File: config.mk
export PLATFORM = sky130hd
export DESIGN_NAME = shreg_universal
export DESIGN_NICKNAME = d
export VERILOG_FILES = /design/src/rtl/shreg_pkg.sv /design/src/rtl/shreg_step.sv /design/src/rtl/shreg_universal.sv
export SDC_FILE = /design/constraint.sdc
export NUM_CORES = 1
export LEC_CHECK = 0
export BUFFER_PORTS_ARGS = -buffer_cell sky130_fd_sc_hd__buf_4
export CORE_UTILIZATION = 30
export CTS_CLUSTER_SIZE = 14
export DETAILED_ROUTE_END_ITERATION = 16
export GPL_TIMING_DRIVEN = 0
export PLACE_DENSITY = 0.5
export SETUP_SLACK_MARGIN = 0.02
export SYNTH_ARGS = -nofsm -noshare
export SYNTH_HDL_FRONTEND = slang
export SYNTH_SLANG_ARGS = --single-unit
File: constraint.sdc
create_clock -name clk -period 2.58 [get_ports clk]
set_input_delay 0.129 -clock clk [delete_from_list [all_inputs] [get_ports clk]]
set_output_delay 0.129 -clock clk [all_outputs]
set_load 0.02 [all_outputs]
File: src/rtl/shreg_pkg.sv
// Shared types for the universal shift register: operation codes and controller states.
package shreg_pkg;

    typedef enum logic [2:0] {
        HOLD = 3'd0,
        SHL  = 3'd1,
        SHR  = 3'd2,
        ROL  = 3'd3,
        ROR  = 3'd4,
        ASR  = 3'd5,
        LOAD = 3'd6,
        CLR  = 3'd7
    } mode_t;

    typedef enum logic [1:0] {
        IDLE = 2'd0,
        RUN  = 2'd1,
        DONE = 2'd2
    } state_t;

    // Shift/rotate modes run for a programmable number of steps; the rest complete in one edge.
    function automatic logic is_step_mode(input mode_t m);
        return (m == SHL) || (m == SHR) || (m == ROL) || (m == ROR) || (m == ASR);
    endfunction

endpackage

File: src/rtl/shreg_step.sv
// One-step next-state function of the shift register, shared by the accepting edge and RUN edges.
module shreg_step
    import shreg_pkg::*;
#(
    parameter int WIDTH = 8
) (
    input  logic [WIDTH-1:0] i_q,
    input  logic             i_sin,
    input  mode_t            i_mode,
    input  logic [WIDTH-1:0] i_pin,
    output logic [WIDTH-1:0] o_q_next
);

    // Select the register contents after a single operation step.
    always_comb begin
        o_q_next = i_q;
        case (i_mode)
            HOLD:    o_q_next = i_q;
            SHL:     o_q_next = {i_q[WIDTH-2:0], i_sin};
            SHR:     o_q_next = {i_sin, i_q[WIDTH-1:1]};
            ROL:     o_q_next = {i_q[WIDTH-2:0], i_q[WIDTH-1]};
            ROR:     o_q_next = {i_q[0], i_q[WIDTH-1:1]};
            ASR:     o_q_next = {i_q[WIDTH-1], i_q[WIDTH-1:1]};
            LOAD:    o_q_next = i_pin;
            CLR:     o_q_next = '0;
            default: o_q_next = i_q;
        endcase
    end

endmodule

File: src/rtl/shreg_universal.sv
// Universal shift register with a step-count controller and busy/done handshake.
module shreg_universal
    import shreg_pkg::*;
#(
    parameter int WIDTH = 8,
    parameter int CNT_W = $clog2(WIDTH + 1)
) (
    input  logic             clk,
    input  logic             rst,
    input  logic             start,
    input  logic [2:0]       mode,
    input  logic [CNT_W-1:0] count,
    input  logic [WIDTH-1:0] pin,
    input  logic             sin,
    output logic [WIDTH-1:0] q,
    output logic             sout_msb,
    output logic             sout_lsb,
    output logic             busy,
    output logic             done
);

    state_t             r_state;
    state_t             w_state_next;
    logic [WIDTH-1:0]   r_q;
    logic [WIDTH-1:0]   w_q_next;
    logic [CNT_W-1:0]   r_rem;
    logic [CNT_W-1:0]   w_rem_next;
    mode_t              r_mode;
    mode_t              w_mode_next;
    mode_t              w_mode_in;
    mode_t              w_step_mode;
    logic [WIDTH-1:0]   w_step_q;

    assign w_mode_in   = mode_t'(mode);
    // In IDLE the requested mode drives the step; in RUN the latched one does.
    assign w_step_mode = (r_state == IDLE) ? w_mode_in : r_mode;

    shreg_step #(
        .WIDTH (WIDTH)
    ) u_step (
        .i_q      (r_q),
        .i_sin    (sin),
        .i_mode   (w_step_mode),
        .i_pin    (pin),
        .o_q_next (w_step_q)
    );

    // State, register contents, remaining-step counter and latched mode.
    always_ff @(posedge clk) begin
        if (rst) begin
            r_state <= IDLE;
            r_q     <= '0;
            r_rem   <= '0;
            r_mode  <= HOLD;
        end else begin
            r_state <= w_state_next;
            r_q     <= w_q_next;
            r_rem   <= w_rem_next;
            r_mode  <= w_mode_next;
        end
    end

    // Controller: accept in IDLE, step in RUN, one-cycle DONE before returning to IDLE.
    always_comb begin
        w_state_next = r_state;
        w_q_next     = r_q;
        w_rem_next   = r_rem;
        w_mode_next  = r_mode;
        case (r_state)
            IDLE: begin
                if (start) begin
                    w_state_next = DONE;
                    if (is_step_mode(w_mode_in)) begin
                        if (count != '0) begin
                            w_q_next    = w_step_q;
                            w_mode_next = w_mode_in;
                            w_rem_next  = count - CNT_W'(1);
                            if (count != CNT_W'(1)) begin
                                w_state_next = RUN;
                            end
                        end
                    end else begin
                        w_q_next = w_step_q;
                    end
                end
            end
            RUN: begin
                w_q_next   = w_step_q;
                w_rem_next = r_rem - CNT_W'(1);
                if (r_rem == CNT_W'(1)) begin
                    w_state_next = DONE;
                end
            end
            DONE: begin
                w_state_next = IDLE;
            end
            default: begin
                w_state_next = IDLE;
            end
        endcase
    end

    assign q        = r_q;
    assign sout_msb = r_q[WIDTH-1];
    assign sout_lsb = r_q[0];
    assign busy     = (r_state == RUN);
    assign done     = (r_state == DONE);

endmodule

* After elaboration in Yosys (flattened, before gate mapping)
Index checks and enable logic that the tools add are counted.
Word-level totals: flip-flop bits (word level) 17, word-level logic and storage cells 55
Cells by class: add/sub/neg operators 2, equality and inequality tests 21, mux-type cells 16, reductions and logical operators 12
Operator list (count):
- one-hot mux 8 bit (8 select lines) | 1
- 2-to-1 mux 8 bit | 3
- equality test 3 bit, second input constant | 6
- one-hot mux 8 bit (2 select lines) | 1
- equality test 3 x 2 -> 1 bit, second input constant | 4
- 2-to-1 mux 4 bit | 3
- 2-to-1 mux 2 bit | 5
- one-hot mux 4 bit (2 select lines) | 1
- AND reduction 4 bit | 2
- subtractor 4 x 1 -> 4 bit, second input constant | 2
- equality test 3 x 1 -> 1 bit, second input constant | 2
- inequality test 2 x 1 -> 1 bit, second input constant | 3
- equality test 4 x 1 -> 1 bit, second input constant | 1
- logical OR 1 bit | 4
- inequality test 4 x 1 -> 1 bit, second input constant | 1
- one-hot mux 2 bit (2 select lines) | 1
- nonzero test 4 bit | 1
- zero test 3 bit | 1
- 2-to-1 mux 3 bit | 1
- inequality test 3 x 2 -> 1 bit, second input constant | 1
- AND reduction 3 bit | 1
- equality test 2 x 1 -> 1 bit, second input constant | 1
- equality test 2 bit, second input constant | 1
- zero test 2 bit | 1
- 3 further kinds | 3

* Logic depth before layout (Yosys ltp)
Gate-level depths: netlist of run 1.
depth after elaboration 8, depth in mapped cells 8, mapped depth without buffers 7

* Hierarchy
Synthesis of run 1 repeated with hierarchy kept, for this count alone.
Second synthesis, totals: cells, all modules 154, area total of the unflattened synthesis 1340.0 sq um
Modules (own cells, without submodules):
- shreg_universal | times used 1, cells each 101, area an instance 933.4 sq um
- shreg_step | times used 1, cells each 53, area an instance 406.6 sq um

* Worst setup path after synthesis of run 1
OpenSTA, ideal clock, no wires.
kind register to register, start register r_state[1], end register r_q[3] (netlist: q[3]), library setup time 0.134 ns, arrival time 1.578 ns, required time 2.446 ns, path slack 0.868 ns, stages on the path, launching flop included 7, period minus slack after synthesis 1.712 ns, cell sequence dfxtp_1 -> nor2_4 -> mux2_2 -> and2_4 -> buf_6 -> a222oi_1 -> a211oi_1
Between the ends: cells in the longest elaborated chain, start to end 8
Ends and longest elaborated chain:
- from (decl) | RTL line shreg_universal.sv:22 | state_t r_state;
- from (signal assigned) | RTL line shreg_universal.sv:56 | r_state <= w_state_next;
- zero test 2 bit | RTL line shreg_universal.sv:36, shreg_universal.sv:69
- 2-to-1 mux 3 bit | RTL line shreg_universal.sv:36 | assign w_step_mode = (r_state == IDLE) ? w_mode_in : r_mode;
- equality test 3 bit (tied with other cells) | RTL line shreg_step.sv:17 | case (i_mode)
- one-hot mux 8 bit (8 select lines) | RTL line shreg_step.sv:17
- 2-to-1 mux 8 bit | RTL line shreg_universal.sv:74 | if (count != '0) begin
- 2-to-1 mux 8 bit | RTL line shreg_universal.sv:73 | if (is_step_mode(w_mode_in)) begin
- 2-to-1 mux 8 bit | RTL line shreg_universal.sv:71 | if (start) begin
- one-hot mux 8 bit (2 select lines) | RTL line shreg_universal.sv:69 | case (r_state)
- to (signal assigned) | RTL line shreg_universal.sv:57 | r_q <= w_q_next;
- to (decl) | RTL line shreg_universal.sv:24 | logic [WIDTH-1:0] r_q;
Several ways; a longest one is shown, not always the timed one. The select of a mux whose other input is x is not followed. A chain may end at the register's enable or synchronous reset.

* Final worst setup path of run 1
start register r_state[1], end register r_q[4] (netlist: q[4])
The elaborated chain is that of the path after synthesis.

==> flow_metrics.tcl, run 1 <==
set metrics [dict create \
    cts_buffers 3 \
    dieArea_mm2 0.00425 \
    fin_cells 221 \
    critPathCapture "q[4]" \
    io_buffers 27 \
    post_cts_resized 0 \
    io_pins 31 \
    finalSetupViolCount 0 \
    power_leakage_nw 0.640 \
    synthToLayoutAreaGrowth_pct 25.7 \
    drv_cap 0 \
    cp_max_fo 7 \
    drt-initial-drc-count 90 \
    drtAntennaViolNets 0 \
    syn_avg_cell_area_um2 8.43 \
    multi_input_area_um2 769 \
    total_power_mw 0.927 \
    r2r-start "r_state[1]" \
    place_ws_ns 0.639 \
    powerDensity_mw_per_mm2 616 \
    r2r-end "q[4]" \
    synth_edf_count 0 \
    post-route-min-period_ns 1.93 \
    ys_async_sr_fraction_pct 0 \
    synth_commonest_cells "dfxtp_1 (17), nor2_1 (17), a21oi_1 (10)" \
    crit_arrival_ns 2.05 \
    skew_ns 0.00196 \
    syn-num-nets 166 \
    path_depth 6 \
    cts_tree "built" \
    cp-end-kind "register" \
    seq_power_share_pct 37.1 \
    seqCellArea_um2 340 \
    wl_per_cell_um 13.3 \
    drtPass1Iterations 5 \
    root_buffer "clkbuf_8" \
    grt_start_max_net_pins 11 \
    rsz0062_at_grt "no" \
    synth_area_leaders "dfxtp_1 (28%), a222oi_1 (5.9%), mux2i_1 (5.9%), nor2_1 (5.3%), ha_1 (5.2%)" \
    placed_cells 217 \
    finalCritPeriodShare_pct 74.9 \
    via_count 1142 \
    synth_seq_area_share_pct 28.4 \
    synth.top_cell.area_share_pct 28.4 \
    grt_use_total_pct 15.3 \
    r2r_cells 6 \
    clk_pin_slew_ns 0.07 \
    antenna_found_initial 0 \
    comb_power_share_pct 41.5 \
    num-nets-final 198 \
    path_delay_family "compound AO/OA/AOI/OAI gates" \
    cp_data_required_time_ns 2.70 \
    min_path_type "input pin to register" \
    slew_violations 0 \
    clkPwrFrac_pct 21.4 \
    crit_type "register to register" \
    p_sw_mw 0.339 \
    route.detailed.drc 0 \
    yosysUniqueCellTypes 41 \
    utilization_pct 40.2 \
    fin_ws_ns 0.647 \
    cts_hold_buf 0 \
    crit_slowest_cell "a222oi_1" \
    tns_ns 0 \
    ys_ff_latch 17 \
    viasPerCell 5.17 \
    post_cts_buffers 0 \
    synth_area_leader_cell "dfxtp_1" \
    clk_latency_ns 0.25 \
    place_hpwl_um 2240 \
    start_util_pct 32.0 \
    critPathMaxStageDelay_ns 0.39 \
    vdd_drop_max_mv 0.256 \
    die_w_um 65.2 \
    max_freq_mhz 517 \
    die_y_um 65.2 \
    worstPathCellList "or2_1 -> clkbuf_1 -> a21oi_1 -> mux2i_2 -> a222oi_1 -> a211oi_1" \
    gp_congestion 0.759 \
    clock_path_buffers 2 \
    overflow 0 \
    worst_pin_slew_ns 0.523 \
    antenna_cells 0 \
    routed_wl_um 2940 \
    grt_pass1_vias 1077 \
    critPathLaunchType "register" \
    synth_area_mm2 0.00120 \
    p_int_mw 0.587 \
    yosysWarnings 0 \
    cts_sinks 17 \
    rows 22 \
    nFillCells 424 \
    final_layout_size_suffix_gt1_share_pct 27.2 \
    swShare_pct 36.6 \
    grt_pass1_wl_um 5110 \
    htree_levels 1 \
    crit_buf_inv 1 \
    r2r_setup_slack_ns 0.65 \
    outcome "finished, final reports clean" \
    slew_headroom_pct 65.1 \
    hold_viol 0 \
    critPathLaunch "r_state[1]" \
    syn-instance-count 142 \
    core_area_mm2 0.00374 \
    synthFlopType "dfxtp_1" \
]
## placed cells by master, fill, tap and decap left out, types with 2 or more instances in the layout
cell type   n
dfxtp_1    17
buf_4      30
ha_1        5
nor2_1     17
xnor2_1     4
clkbuf_8    3
o21bai_1    2
a21oi_1    10
clkbuf_1    4
inv_1       7
a211oi_1    7
mux2i_1     7
a222oi_1    7
o21ba_2     2
nand3_1     2
nor3_1      4
nor4_1      2
or3_1       2
nand2_1     8
o21ai_0     8
buf_6       2
nor3b_1     3
## worst min-delay path, delay by kind of cell
family | cells | cell delay [ns]
buffers and inverters | 1 | 0.10
and+or+nand+nor | 1 | 0.07
muxes | 1 | 0.06
## cell families after synthesis
| family | count (synthesis) | synth area share [%] |
|---|---|---|
| fa+ha+maj | 5 | 5.22 |
| simple gates | 48 | 21.1 |
| mux | 10 | 9.19 |
| flops | 17 | 28.4 |
| buf+inv | 16 | 7.31 |
| compound gates | 42 | 25.8 |
| xor+xnor | 4 | 2.93 |
## per-stage QoR
stage / cell area (um^2) / hold WS, ns
floorplan: 1200 / 0.273
CTS: 1510 / 0.148
global placement: 1460 / 0.407
detailed placement: 1460 / 0.412
global route: 1510 / 0.174
finish: 1510 / 0.151
## sequential cells by signal, indices dropped and copies added (netlist names)
name and cells:
q 8, r_mode 3, r_rem 4, r_state 2
## worst min-delay path by stage
| stage | slack [ns] | cells past startpoint | to | startpoint |
|---|---|---|---|---|
| final | 0.15 | 3 | r_mode[0] | mode[0] |
| after global routing | 0.17 | 3 | r_mode[0] | mode[0] |
| after CTS | 0.15 | 3 | r_mode[0] | mode[0] |
| after detailed placement | 0.41 | 3 | r_mode[0] | mode[0] |
| after global placement | 0.41 | 3 | r_mode[0] | mode[0] |
| after floorplan | 0.27 | 2 | r_mode[1] | mode[1] |
## metal layers
layer	up-vias	wire length [um]	track usage (%)
met5	-	0	0
met4	0	33	5.71
met2	26	1250	22.4
li1	583	-	-
met1	529	1540	22.4
met3	4	123	2.26
## power by group through the flow
| stage | combinational (mW) | sequential, mW | clock, mW |
|---|---|---|---|
| 6_report | 0.384 | 0.344 | 0.198 |
| 5_1_grt | 0.427 | 0.350 | 0.222 |
| 4_1_cts | 0.386 | 0.343 | 0.205 |
| 3_5_place_dp | 0.385 | 0.348 | 0 |
| 3_3_place_gp | 0.383 | 0.347 | 0 |
| 2_1_floorplan | 0.247 | 0.363 | 0 |
## final cells by class
cell class | instances | area share (%)
Sequential cell | 17 | 22.6
Multi-Input combinational cell | 109 | 51.1
Tap cell | 48 | 3.99
Timing Repair Buffer | 27 | 13.5
Buffer | 9 | 4.07
Clock buffer | 4 | 2.99
Inverter | 7 | 1.75
Power figures use the tool's default switching activity.
==> run 2, diff against run 1 <==
==> constraint.sdc (replaced) <==
create_clock -name clk -period 2 [get_ports clk]
set_input_delay 0.1 -clock clk [delete_from_list [all_inputs] [get_ports clk]]
set_output_delay 0.1 -clock clk [all_outputs]
set_load 0.02 [all_outputs]
==> flow_metrics.tcl, run 2 (synthesis results as in run 1) <==
set metrics [dict create \
    comb_power_share_pct 42.5 \
    cts_tree "built" \
    die_y_um 65.2 \
    grt_use_total_pct 15.3 \
    drtPass1Iterations 8 \
    cp-end-kind "register" \
    root_buffer "clkbuf_8" \
    start_util_pct 32.0 \
    die_w_um 65.2 \
    crit_slowest_cell "mux2_2" \
    io_buffers 27 \
    grt_use_met3_pct 2.26 \
    r2r_setup_slack_ns 0.12 \
    outcome "finished, final reports clean" \
    worstPathCellList "nor2_4 -> mux2_2 -> and2_4 -> buf_6 -> a222oi_1 -> a211oi_1" \
    seqCellArea_um2 340 \
    dieArea_mm2 0.00425 \
    drv_cap 0 \
    htree_levels 1 \
    worst_pin_slew_ns 0.542 \
    hold_viol 0 \
    whs_ns 0.123 \
    grt_start_max_net_pins 11 \
    crit_arrival_ns 2.00 \
    cts_sinks 17 \
    p_sw_mw 0.446 \
    vdd_drop_max_mv 0.330 \
    viasPerCell 5.22 \
    cts_buffers 3 \
    clkPwrFrac_pct 21.1 \
    num-nets-final 199 \
    critPathLaunchType "register" \
    slew_headroom_pct 63.9 \
    grt_pass1_vias 1077 \
    total_power_mw 1.22 \
    finalSetupViolCount 0 \
    io_pins 31 \
    wl_per_cell_um 13.3 \
    routed_wl_um 2960 \
    use_met2_pct 22.4 \
    layout_commonest_cell "buf_4" \
    clock_path_buffers 2 \
    p_int_mw 0.771 \
    gp_congestion 0.759 \
    nFillCells 421 \
    critPathMaxStageDelay_ns 0.42 \
    power_leakage_nw 0.649 \
    place_hpwl_um 2240 \
    overflow 0 \
    drt-initial-drc-count 64 \
    skew_ns 0.00269 \
    post-route-min-period_ns 1.88 \
    crit_type "register to register" \
    largest_reg_flops 8 \
    antenna_cells 0 \
    swShare_pct 36.6 \
    cp_max_fo 9 \
    use_met1_pct 22.4 \
    route.detailed.drc 0 \
    clk_pin_slew_ns 0.07 \
    cts_hold_buf 0 \
    final_cell_mix "buf_4 (32), dfxtp_1 (17), nor2_1 (16)" \
    synthToLayoutAreaGrowth_pct 27.9 \
    final_layout_size_suffix_gt1_share_pct 29.3 \
    via_count 1158 \
    min_path_type "input pin to register" \
    slew_violations 0 \
    antenna_found_initial 0 \
    rows 22 \
    tns_ns 0 \
    cp_data_required_time_ns 2.12 \
    core_area_mm2 0.00374 \
    multi_input_area_um2 785 \
    drtAntennaViolNets 0 \
    grt_pass1_wl_um 5110 \
    finalCritPeriodShare_pct 94.0 \
    seq_power_share_pct 36.4 \
    rsz0062_at_grt "no" \
    max_freq_mhz 532 \
    grt_busiest_layer "met2" \
    powerDensity_mw_per_mm2 795 \
    clk_latency_ns 0.25 \
]
[run 2: cell count changes in the layout (fill, tap and decap cells not counted)]
cell and delta:
buf_4 +2, a21oi_1 -1, a21oi_2 +1, clkbuf_1 -1
mux2i_2 -1, mux2i_4 +1, nor2_1 -1, nor2_2 +1
[run 2: routing by layer]
layer | part of all wire [%] | up-vias
met5 | 0 | -
met4 | 0.57 | 0
met3 | 5.9 | 2
met2 | 43 | 32
met1 | 50 | 538
li1 | - | 586
[run 2: worst max-delay path: cells and delay by family, from the launching register on]
| kind | cells | cell delay (ns) |
|---|---|---|
| muxes | 1 | 0.42 |
| AOI/OAI and AO/OA | 2 | 0.42 |
| and+or+nand+nor | 2 | 0.40 |
| DFF | 1 | 0.38 |
| buffers and inverters | 1 | 0.12 |
[run 2: final timing paths]
path	from	to	depth (start not counted)
max reg2reg	r_state[0]	q[4]	6
min	mode[0]	r_mode[0]	3
min reg2reg	r_rem[1]	r_rem[1]	2
max	r_state[0]	q[4]	6
[run 2: per-stage QoR]
step	setup slack, ns	instance area (um^2)	instances	util [%]
5_1_grt	0.0301	1530	222	40.9
6_report	0.119	1530	222	40.9
2_1_floorplan	0.288	1200	142	-
4_1_cts	0.0579	1510	221	40.2
3_3_place_gp	0.0724	1460	217	39.0
3_5_place_dp	0.0592	1460	217	39.0
[run 2: power by group through the flow]
stage	clock (mW)	combinational (mW)	sequential [mW]
after floorplan	0	0.318	0.468
after global placement	0	0.494	0.448
after detailed placement	0	0.496	0.449
after CTS	0.265	0.498	0.442
after global routing	0.286	0.572	0.451
final	0.257	0.517	0.444
[run 2: timing repair]
item / CTS / global route
setup endpoints to repair: 0 / 6
setup buffers: 0 / 2
resized for setup: 0 / 3
[run 2: layout make-up]
type                    instances  share of cell area (%)
flip-flops and latches         17                    22.2
repair buffers                 29                    14.2
well taps                      48                    3.92
clock buffers                   4                    2.94
plain buffers                   8                    3.76
inverters                       7                    1.72
multi-input cells             109                    51.2
